--- config.mk ---
export PLATFORM = sky130hd
export DESIGN_NAME = uart_tx_arbiter
export DESIGN_NICKNAME = d
export VERILOG_FILES = /design/src/rtl/uart_pkg.sv /design/src/rtl/rr_pick.sv /design/src/rtl/uart_tx_arbiter.sv
export SDC_FILE = /design/constraint.sdc
export NUM_CORES = 1
export LEC_CHECK = 0
export BUFFER_PORTS_ARGS = -buffer_cell sky130_fd_sc_hd__clkbuf_2
export CAP_MARGIN = 5
export CORE_MARGIN = 5
export CORE_UTILIZATION = 53
export DETAILED_ROUTE_END_ITERATION = 16
export MAX_ROUTING_LAYER = met4
export PLACE_DENSITY = 0.92
export RECOVER_POWER = 25
export SLEW_MARGIN = 5
export SYNTH_ARGS = -nofsm -noshare
export SYNTH_HDL_FRONTEND = slang
export SYNTH_SLANG_ARGS = --single-unit
--- constraint.sdc ---
create_clock -name hwclk -period 3.1 [get_ports hwclk]
set_clock_uncertainty 0.1 [all_clocks]
set_input_delay 0.62 -clock hwclk [delete_from_list [all_inputs] [get_ports hwclk]]
set_output_delay 0.62 -clock hwclk [all_outputs]
set_load 0.1 [all_outputs]
--- src/rtl/uart_pkg.sv ---
// uart_pkg: shared widths, frame timing and arbiter FSM states for the UART TX path
package uart_pkg;
  localparam int BYTE_W = 8;
  localparam int DEFAULT_CLKS_PER_BIT = 104;
  localparam int FRAME_BITS = 10;
  typedef enum logic [1:0] {ST_IDLE, ST_LOAD, ST_WAIT_DONE, ST_GAP} state_t;
  function automatic int max2(input int a, input int b);
    return a > b ? a : b;
  endfunction
endpackage

--- src/rtl/rr_pick.sv ---
// rr_pick: first valid requester at or after ptr, wrapping modulo N
module rr_pick #(
  parameter int N = 4
) (
  input  logic [N-1:0]         req_valid,
  input  logic [$clog2(N)-1:0] ptr,
  output logic                 any,
  output logic [$clog2(N)-1:0] index
);
  localparam int IW = $clog2(N);
  logic [IW-1:0] j;
  always_comb begin
    index = '0;
    j = '0;
    // scan from farthest to nearest so the slot closest to ptr wins
    for (int k = N - 1; k >= 0; k--) begin
      j = IW'((int'(ptr) + k) % N);
      if (req_valid[j]) index = j;
    end
  end
  assign any = |req_valid;
endmodule

--- src/rtl/uart_tx_arbiter.sv ---
// uart_tx_arbiter: round-robin sharing of one UART transmitter among NUM_REQ byte producers
module uart_tx_arbiter
  import uart_pkg::*;
#(
  parameter int NUM_REQ = 4,
  parameter int GAP_CYCLES = 0,
  parameter int TIMEOUT_CYCLES = 2 * FRAME_BITS * DEFAULT_CLKS_PER_BIT
) (
  input  logic                       hwclk,
  input  logic                       rst,
  input  logic [NUM_REQ-1:0]         req_valid,
  input  logic [NUM_REQ*BYTE_W-1:0]  req_data,
  output logic [NUM_REQ-1:0]         req_ready,
  output logic                       tx_dv,
  output logic [BYTE_W-1:0]          tx_byte,
  input  logic                       tx_active,
  input  logic                       tx_done,
  output logic [$clog2(NUM_REQ)-1:0] grant_id,
  output logic                       busy,
  output logic                       err_timeout
);
  localparam int IW = $clog2(NUM_REQ);
  localparam int CW = $clog2(max2(max2(TIMEOUT_CYCLES, GAP_CYCLES), 1) + 1);
  state_t state;
  logic [IW-1:0] ptr, pick;
  logic any;
  logic [CW-1:0] cnt;
  logic [BYTE_W-1:0] bytes [NUM_REQ];
  rr_pick #(.N(NUM_REQ)) u_pick (
    .req_valid(req_valid),
    .ptr(ptr),
    .any(any),
    .index(pick)
  );
  always_comb begin
    for (int i = 0; i < NUM_REQ; i++) bytes[i] = req_data[i*BYTE_W +: BYTE_W];
  end
  assign busy = state != ST_IDLE;
  always_ff @(posedge hwclk) begin
    if (rst) begin
      state <= ST_IDLE;
      ptr <= '0;
      req_ready <= '0;
      tx_dv <= 1'b0;
      tx_byte <= '0;
      grant_id <= '0;
      err_timeout <= 1'b0;
      cnt <= '0;
    end else begin
      req_ready <= '0;
      tx_dv <= 1'b0;
      err_timeout <= 1'b0;
      case (state)
        // a frame still on the wire (after reset or abort) blocks new grants
        ST_IDLE: if (any && !tx_active) begin
          tx_byte <= bytes[pick];
          grant_id <= pick;
          req_ready[pick] <= 1'b1;
          ptr <= int'(pick) == NUM_REQ - 1 ? '0 : pick + 1'b1;
          state <= ST_LOAD;
        end
        ST_LOAD: begin
          tx_dv <= 1'b1;
          cnt <= '0;
          state <= ST_WAIT_DONE;
        end
        ST_WAIT_DONE: if (tx_done) begin
          cnt <= '0;
          state <= GAP_CYCLES > 0 ? ST_GAP : ST_IDLE;
        end else if (TIMEOUT_CYCLES != 0) begin
          if (int'(cnt) == TIMEOUT_CYCLES - 1) begin
            err_timeout <= 1'b1;
            state <= ST_IDLE;
          end else cnt <= cnt + 1'b1;
        end
        ST_GAP: if (int'(cnt) >= GAP_CYCLES - 1) state <= ST_IDLE;
          else cnt <= cnt + 1'b1;
        default: state <= ST_IDLE;
      endcase
    end
  end
endmodule
* Yosys cells after proc, flatten, opt, wreduce, memory -nomap -nowiden
Cells that the tools add are included.
** Operators by class
- Bitwise operators :: 4
- Reduce and logical (&&, ||, !) cells :: 12
- Add/sub/neg operators :: 5
- Muxes and demuxes :: 27
- Order comparisons :: 7
- Equal/unequal tests :: 8
** Operators with widths (number)
- $mux 12 :: 2
- $pmux 12 s2 :: 1
- $bmux 8 s2 :: 1
- $mux 2 :: 8
- $mux 8 :: 2
- $lt 2x3->1 const B :: 5
- $add 12x1->12 const B :: 1
- $eq 12x12->1 const B :: 1
- $bmux 1 s2 :: 4
- $pmux 2 s4 :: 1
- $mux 1 :: 7
- $ne 3x3->1 const B :: 2
- $reduce_and 2->1 :: 3
- $reduce_or 3->1 :: 2
- $add 2x1->2 const B :: 2
- $add 2x2->2 const B :: 2
- $eq 2x1->1 const B :: 2
- $eq 2x2->1 const B :: 2
- $reduce_bool 2->1 :: 2
- $reduce_or 4->1 :: 1
- $ge 3x3->1 const B :: 1
- $not 1->1 :: 3
- $not 2->3 :: 1
- $demux 1 s2 :: 1
- other kinds (5) :: 6
** Word-level totals
- Output and inout port bits :: 17
- Word-level logic and storage cells :: 71
- Register bits :: 32

* Depth between registers and ports, before layout
Gate-level depths: netlist of the first run.
- Depth in word-level cells :: 11
- Mapped depth :: 9

* Cells and area by module
A second synthesis of the first run with hierarchy kept.
** Second synthesis, totals
- Cells, all modules :: 180
- Area total of the unflattened synthesis :: 1705.4 µm²
** Modules (own cells, without submodules)
- uart_tx_arbiter :: area each 1627.8 µm², sequential area each 640.6 µm², cells each 167, instances 1
- rr_pick :: area each 77.6 µm², sequential area each 0.0 µm², cells each 13, instances 1

* Worst setup path after synthesis of the first run
OpenSTA, ideal clock, no wires.
- Kind :: register to register
- From :: register state[0]
- To :: register grant_id[1]
- Clock period less this slack :: 2214 ps
- Arrival time :: 1986 ps
- Stages on the path, launching flop included :: 6
- Path buffers :: 1
- Path slack :: 886 ps
- Cells stage by stage :: dfxtp_1 or2_1 a311o_1 clkbuf_1 mux2i_1 nor2_1
** On the way
- Cells in the longest elaborated chain, start to end :: 2
** Ends and longest elaborated chain
- from (decl) :: RTL line uart_tx_arbiter.sv:24 : state_t state;
- from (signal assigned) :: RTL line uart_tx_arbiter.sv:69 : state <= GAP_CYCLES > 0 ? ST_GAP : ST_IDLE;
- $logic_not 2->1 :: RTL line uart_tx_arbiter.sv:53 : case (state)
- $reduce_and 2->1 (no line)
- to (signal assigned) :: RTL line uart_tx_arbiter.sv:57 : grant_id <= pick;
- to (decl) :: RTL line uart_tx_arbiter.sv:18 : output logic [$clog2(NUM_REQ)-1:0] grant_id,
Every way passes these cells.
A chain may end at the register's enable or synchronous reset.

* Final worst setup path of the first run
- From :: register state[0]
- To :: register tx_byte[7]
** On the way
- Cells in the longest elaborated chain, start to end :: 2
** Ends and longest elaborated chain
- $logic_not 2->1 :: RTL line uart_tx_arbiter.sv:53
- $reduce_and 2->1 (no line)
- to (signal assigned) :: RTL line uart_tx_arbiter.sv:56 : tx_byte <= bytes[pick];
- to (decl) :: RTL line uart_tx_arbiter.sv:15 : output logic [BYTE_W-1:0] tx_byte,
Every way passes these cells.

==> qor.csv, run 1 <==
metric;value;unit
timing.rr.start;state[0];
cp_max_fo;14;
postCtsHoldBufs;0;
cts_buffers;5;
synth.distinct_cells;43;
crit_required;3.24;ns
irDropWorstVdd;229.4;uV
drc;0;
antenna_found_initial;0;
cts.sinks;32;
hp-start;grant_id[0];
cts_setup_buffers;0;
stdcell_area;1931;um2
tightest_slew;1.174;ns
synth_edf_count;0;
rsz0062_at_grt;no;
leakage;0.0009118;uW
drtIter0Drc;109;
start_util;53.95;%
postPlaceCellArea;1897;um2
pre_cts_ws;0.7783;ns
grt_pass1_wl;6216;um
maxCapViolCount;0;
asyncSetResetFlopFracSynth;0;%
cts-root-buf;clkbuf_4;
layout-drive-gt1-share;25.32;%
clockBufferDepth;2;
tns;0;ns
yosys_warnings;0;
grt_pass1_vias;1403;
port_buffers;56;
hold_end;grant_id[0];
final_nets;282;
r2r-end;tx_byte[7];
cts_tree;built;
diodes;0;
slew_headroom;22.10;%
fin_crit_sh;73.88;%
syn2layout_area_growth;20.17;%
reg2reg_slack;0.81;ns
vias;1537;
cp.arrival;2.44;ns
htreeDepth;2;
clk_pin_slew;0.09;ns
syn_area_per_cell;8.925;um2
fin_ws;0.8097;ns
hp-class;reg -> reg;
place_congestion;0.8853;
ys.flop_type;dfxtp_1;
finalHoldViolCount;0;
dp_hpwl;2820;um
netlist_instances;180;
die-area;4232;um2
die_h;65.06;um
ios;57;
coreArea;2978;um2
overflow;0;
grt_usage;19.71;%
syn_area;1607;um2
p_per_area;503.2;nW/um2
fin_crit;2.290;ns
dr.pass1.iters;4;
clock.fmax;0.4366;GHz
wl;3891;um
ant_nets;0;
status;finished, final reports clean;
hold_depth;2;
die_x;65.06;um
final_util;64.83;%
grt_max_degree;21;
crit_type;reg -> reg;
final_max_slew_viol_count;0;
wl_per_cell;14.41;um
ys_seq_area_share;39.88;%
r2r_cells;5;
avgViaCountPerCell;5.693;
row_count;20;
clock_latency;0.33;ns
syn_nets;225;
ys_ff_latch;32;
setup_viol;0;
cts_resized;0;
endpoint_kind;flip-flop;
cp-start-kind;flip-flop;
==> per-layer routing <==
layer,track usage (%),share of wire (%)
met1,21.33,42
met2,30.91,46
met3,7.626,7.4
met4,11.14,3.9
met5,-,0
==> how the worst max path moves through the flow <==
stage / from / end / slack, ns
finish: state[0] / tx_byte[7] / 0.81
detailed placement: req_valid[3] / tx_byte[7] / 0.78
global route: state[0] / tx_byte[7] / 0.56
CTS: state[0] / tx_byte[7] / 0.97
global placement: req_valid[3] / tx_byte[1] / 0.79
floorplan: state[0] / grant_id[1] / 0.89
==> where the power goes <==
group	switching [uW]	internal, uW	leakage [uW]
clock network	127	83.3	0.0000281
logic	229	84.4	0.000623
registers	14.3	434	0.000260
==> cell usage after synthesis (2+ instances only) <==
master / count / share of area (%)
and3_1: 3 / 1.2
nand2_1: 10 / 2.3
o221ai_1: 8 / 4.4
clkbuf_1: 3 / 0.70
mux2i_1: 18 / 11
nand3_1: 14 / 4.4
and2_1: 5 / 1.9
o31ai_1: 2 / 0.93
o21ai_0: 12 / 3.7
ha_1: 5 / 3.9
a31oi_1: 3 / 1.2
dfxtp_1: 32 / 40
inv_1: 9 / 2.1
nor3_1: 4 / 1.2
a21oi_1: 11 / 3.4
nand2b_1: 3 / 1.2
nor2_1: 12 / 2.8
==> final cells by class <==
class	instances	area, um2
fill	249	1047
multi-input combinational	131	885.9
sequential	32	640.6
timing repair buffer	57	279.0
clock buffer	6	41.29
tap	33	41.29
inverter	10	37.54
clock inverter	1	5.005
==> per-stage QoR <==
step	total power [uW]	hold slack, ns	cells
floorplan	704.0	0.3252	180
global placement	764.6	0.3482	263
detailed placement	772.0	0.3501	263
CTS	984.6	0.3802	270
global route	1024	0.4016	270
finish	971.6	0.3763	270
==> cells by family after synthesis <==
group,count (synthesis),share of synthesized area (%)
buffers and inverters,17,4.750
muxes,18,11.21
xor gates and xnor gates,2,1.091
DFF,32,39.88
adders and majority gates,5,3.894
and+or+nand+nor,60,19.47
AOI/OAI and AO/OA,46,19.71
==> cells in the final DEF (no fill, tap or decap), drive strengths merged, types with 2 or more instances in the layout <==
master,count
o21ai,12
and2,5
a21oi,11
or2,2
nand2,10
o221ai,8
a311o,2
nand3,14
a31oi,3
mux2i,18
inv,9
and3,3
nor2,13
dfxtp,32
ha,5
nand2b,3
clkinv,2
o31ai,2
nor3,5
clkbuf,62
==> critical path, stage by stage (launching register included) <==
cell and delay, ns:
dfxtp_1 0.37, or2_0 0.27, a311o_1 0.53, nor2_1 0.39, nand2_1 0.28, o221ai_1 0.27
==> state kept, by name, summed over array words and instances, names as in the netlist <==
| signal | cells |
|---|---|
| state | 2 |
| cnt | 12 |
| ptr | 2 |
| tx_byte | 8 |
| req_ready | 4 |
| tx_dv | 1 |
| err_timeout | 1 |
| grant_id | 2 |
Power figures use the tool's default switching activity.
==> run 2: changes to the inputs <==
- CORE_UTILIZATION: 53 -> 49
- PLACE_DENSITY: 0.92 -> 0.87
- clock period: 3.1 -> 2.35 ns (I/O delays scaled with it)
==> qor.csv, run 2 (synthesis results as in run 1) <==
metric;value;unit;change
hp-class;in -> reg;;
met2_usage;31.66;%;+0.75 points
wl;3767;um;-3.2%
die-area;4524;um2;+6.9%
cts.sinks;32;;unchanged
top_regs;cnt (12), tx_byte (8), req_ready (4);;
cts_resized;0;;unchanged
maxCapViolCount;0;;unchanged
ant_nets;0;;unchanged
cp-start-kind;flip-flop;;
drtIter0Drc;66;;-39%
finalHoldViolCount;0;;unchanged
crit_type;reg -> out;;
postPlaceCellArea;1926;um2;+1.5%
clockBufferDepth;2;;unchanged
layout-drive-gt1-share;27.20;%;+1.9 points
row_count;20;;unchanged
place_congestion;0.7902;;-11%
p_per_area;683.1;nW/um2;+36%
clk_pin_slew;0.09;ns;about the same
hold_ws;0.3427;ns;-0.03363 ns
grt_pass1_vias;1442;;+2.8%
cts_setup_buffers;0;;unchanged
clock.fmax;0.4820;GHz;
worst_path_max_delay_cell;clkbuf_1;;
status;finished, final reports clean;;
dr.pass1.iters;4;;unchanged
fin_crit_sh;88.28;%;
port_buffers;56;;unchanged
cts-root-buf;clkbuf_4;;
hold_depth;3;;+1
overflow;0;;unchanged
coreArea;3103;um2;+4.2%
largest_register_ff_count;12;;unchanged
syn2layout_area_growth;23.13;%;
diodes;0;;unchanged
ios;57;;unchanged
rsz0062_at_grt;no;;
regMostFlops;cnt;;
dp_hpwl;2979;um;+5.6%
cp_cell_sequence;clkbuf_1;;
tightest_slew;1.167;ns;-0.006551 ns
setup_viol;0;;unchanged
grt_usage;18.23;%;-1.5 points
slew_headroom;22.53;%;+0.43 points
die_x;67.26;um;+3.4%
htreeDepth;2;;unchanged
postCtsHoldBufs;0;;unchanged
avgViaCountPerCell;5.406;;-5.0%
fin_crit;2.075;ns;
drc;0;;unchanged
die_h;67.26;um;+3.4%
grt_max_degree;18;;-14%
cts_buffers;5;;unchanged
use_met1;19.98;%;-1.3 points
pre_cts_ws;0.2642;ns;-0.5141 ns
fillers;303;;+22%
vias;1530;;-0.46%
crit_required;1.78;ns;-1.46 ns
r2r_cells;6;;+1
start_util;51.77;%;-2.2 points
antenna_found_initial;0;;unchanged
crit_cells;1;;-4
irDropWorstVdd;474.3;uV;+110%
slowest_delay;0.86;ns;+0.33 ns
dp.cells;276;;+4.9%
tns;0;ns;unchanged
grt-busiest-layer;met2;;
clock_latency;0.32;ns;about the same
met3_usage;4.160;%;-3.5 points
fin_cells;283;;+4.8%
mostFrequentLayoutCells;51 x clkbuf_2, 32 x dfxtp_1, 18 x mux2i_1, 14 x nand3_1, 13 x nor2_1;;
cp_max_fo;1;;-13
final_max_slew_viol_count;0;;unchanged
final_common_cell;clkbuf_2;;
grt_pass1_wl;6168;um;-0.77%
crit_family;buffers and inverters;;
cp.arrival;1.50;ns;-0.94 ns
path_buf_inv;1;;+1
fin_ws;0.2754;ns;-0.5343 ns
endpoint_kind;output pin;;
final_nets;284;;+0.71%
cts_tree;built;;
wl_per_cell;13.31;um;-7.6%
leakage;0.0009333;uW;+2.4%
stdcell_area;1978;um2;+2.5%
[run 2: changes by cell type in the layout (fill, tap and decap cells not counted), sizes merged]
cell / delta
buf: +1
clkinv: -1
clkbuf: +2
[run 2: path summary, 6_finish.rpt]
kind	from	endpoint	slack [ns]
setup reg to reg	cnt[0]	cnt[5]	0.29
hold / removal	req_data[30]	tx_byte[6]	0.34
setup / recovery	req_ready[3]	req_ready[3]	0.28
hold reg to reg	cnt[11]	cnt[11]	0.37
[run 2: report_power, final]
group          internal (uW)  switching (uW)
clock network            170             178
registers                573            18.3
logic                    114             299
[run 2: layer usage]
metal | wire length [um] | part of all wire (%)
met1 | 1635 | 43
met2 | 1938 | 51
met3 | 129 | 3.4
met4 | 63 | 1.7
met5 | 0 | 0
[run 2: metrics by stage]
step	total power (uW)	utilization, %
after CTS	1365	64.15
after floorplan	928.7	-
final	1351	63.75
after global placement	1014	62.06
after detailed placement	1021	62.06
after global routing	1415	63.75
[run 2: final cells by class]
class                      instances  area [um2]  area share (%)
timing repair buffer              59       292.8           14.80
tap                               44       55.05           2.783
clock buffer                       7       65.06           3.289
multi-input combinational        131       887.1           44.84
inverter                          10       37.54           1.898
sequential                        32       640.6           32.38
==> run 3: changes to the inputs <==
- CTS_BUF_LIST: unset -> sky130_fd_sc_hd__clkbuf_8 sky130_fd_sc_hd__clkbuf_16
==> qor.csv, run 3 (synthesis results as in run 1) <==
metric;value;unit;change
status;finished, final reports clean;;
drtIter0Drc;86;;+30%
fin_crit;2.067;ns;-0.007229 ns
layout-drive-gt1-share;26.36;%;-0.84 points
vias;1566;;+2.4%
postCtsHoldBufs;0;;unchanged
cp_cell_sequence;ha_1 > and4_1 > and3_1 > a32o_1 > o21ai_0 > o41ai_2;;
final_common_cell;clkbuf_2;;
die-area;4524;um2;unchanged
place_congestion;0.7902;;unchanged
combPwrFrac;28.4;%;-2.2 points
dp_hpwl;2979;um;unchanged
top_regs;cnt (12), tx_byte (8), req_ready (4);;
grt_max_degree;18;;unchanged
cts_tree;built;;
slew_headroom;22.53;%;about the same
ant_nets;0;;unchanged
tns;0;ns;unchanged
clk_pin_slew;0.06;ns;-0.03 ns
mostFrequentLayoutCells;49 x clkbuf_2, 32 x dfxtp_1, 18 x mux2i_1, 14 x nand3_1, 13 x nor2_1;;
rsz0062_at_grt;no;;
p_per_area;725.3;nW/um2;+6.2%
crit_family;compound AO/OA/AOI/OAI gates;;
finalHoldViolCount;0;;unchanged
syn2layout_area_growth;24.92;%;
cp.arrival;2.12;ns;+0.62 ns
p_clk_share;30.9;%;+5.2 points
wl;3866;um;+2.6%
cts_buffers;5;;unchanged
fin_crit_sh;87.97;%;-0.31 points
setup_viol;0;;unchanged
crit_type;reg -> reg;;
dr.pass1.iters;4;;unchanged
regMostFlops;cnt;;
fin_cells;283;;unchanged
maxCapViolCount;0;;unchanged
diodes;0;;unchanged
antenna_found_initial;0;;unchanged
stdcell_area;2007;um2;+1.5%
cts_resized;0;;unchanged
clock.fmax;0.4837;GHz;+0.35%
clock_latency;0.28;ns;-0.04 ns
met3_usage;4.160;%;unchanged
start_util;51.77;%;unchanged
port_buffers;56;;unchanged
hp-class;reg -> reg;;
dp.cells;276;;unchanged
use_met1;20.28;%;+0.30 points
power_frac_seq;40.7;%;-3.0 points
ios;57;;unchanged
drc;0;;unchanged
worst_path_max_delay_cell;a32o_1;;
wl_per_cell;13.66;um;+2.6%
final_max_slew_viol_count;0;;unchanged
tightest_slew;1.167;ns;+0.0001347 ns
slowest_delay;0.36;ns;-0.50 ns
cts_setup_buffers;0;;unchanged
die_x;67.26;um;unchanged
postPlaceCellArea;1926;um2;unchanged
irDropWorstVdd;508.5;uV;+7.2%
switching_power;508.3;uW;+2.7%
path_buf_inv;0;;-1
coreArea;3103;um2;unchanged
grt_pass1_wl;6410;um;+3.9%
cts-root-buf;clkbuf_8;;
p_sw_share;34.92;%;-1.7 points
finalPower;1456;uW;+7.7%
grt_pass1_vias;1491;;+3.4%
avgViaCountPerCell;5.534;;+2.4%
die_h;67.26;um;unchanged
met2_usage;32.88;%;+1.2 points
overflow;0;;unchanged
grt-busiest-layer;met2;;
clockBufferDepth;2;;unchanged
htreeDepth;2;;unchanged
endpoint_kind;flip-flop;;
largest_register_ff_count;12;;unchanged
intPower;947.3;uW;+11%
grt_usage;18.81;%;+0.57 points
cts.sinks;32;;unchanged
cp-start-kind;flip-flop;;
crit_required;2.40;ns;+0.62 ns
leakage;0.0009405;uW;+0.77%
final_nets;284;;unchanged
cp_max_fo;9;;+8
row_count;20;;unchanged
run 3: cell counts in the layout (fill, tap and decap cells not counted):
Identical to the previous run, type by type.
run 3: metrics by stage:
stage / setup WS [ns] / utilization, % / hold WS [ns]
after CTS: 0.2725 / 65.16 / 0.3669
after global placement: 0.3363 / 62.06 / 0.3459
final: 0.2826 / 64.68 / 0.3650
after floorplan: 0.1359 / - / 0.3252
after detailed placement: 0.2642 / 62.06 / 0.3529
after global routing: 0.1665 / 64.68 / 0.4000
run 3: final cells by class:
type / count / area (um2)
fillers: 294 / 1096
multi-input cells: 131 / 887.1
flip-flops and latches: 32 / 640.6
repair buffers: 59 / 290.3
clock buffers: 7 / 96.34
well taps: 44 / 55.05
inverters: 10 / 37.54
run 3: power by group through the flow:
| stage | clock (uW) | combinational, uW | sequential [uW] |
|---|---|---|---|
| 2_1_floorplan | 0 | 161 | 768 |
| 3_3_place_gp | 0 | 413 | 602 |
| 3_5_place_dp | 0 | 418 | 603 |
| 4_1_cts | 456 | 419 | 592 |
| 5_1_grt | 478 | 441 | 596 |
| 6_report | 450 | 414 | 592 |
run 3: per-layer routing:
metal	part of all wire, %	vias to the layer above
met2	51	44
met5	0	-
li1	-	777
met4	2.6	0
met1	42	735
met3	4.3	10
run 3: path summary, 6_finish.rpt:
| check | from | to | slack [ns] | cells past startpoint |
|---|---|---|---|---|
| setup / recovery | cnt[0] | cnt[5] | 0.28 | 6 |
| hold reg to reg | grant_id[0] | grant_id[0] | 0.36 | 2 |
| setup reg to reg | cnt[0] | cnt[5] | 0.28 | 6 |
| hold / removal | grant_id[0] | grant_id[0] | 0.36 | 2 |
run 3: worst min-delay path, cell delays in order, from the launching register on:
cell	delay, ns
dfxtp_1	0.31
nand2_1	0.05
a21oi_1	0.05
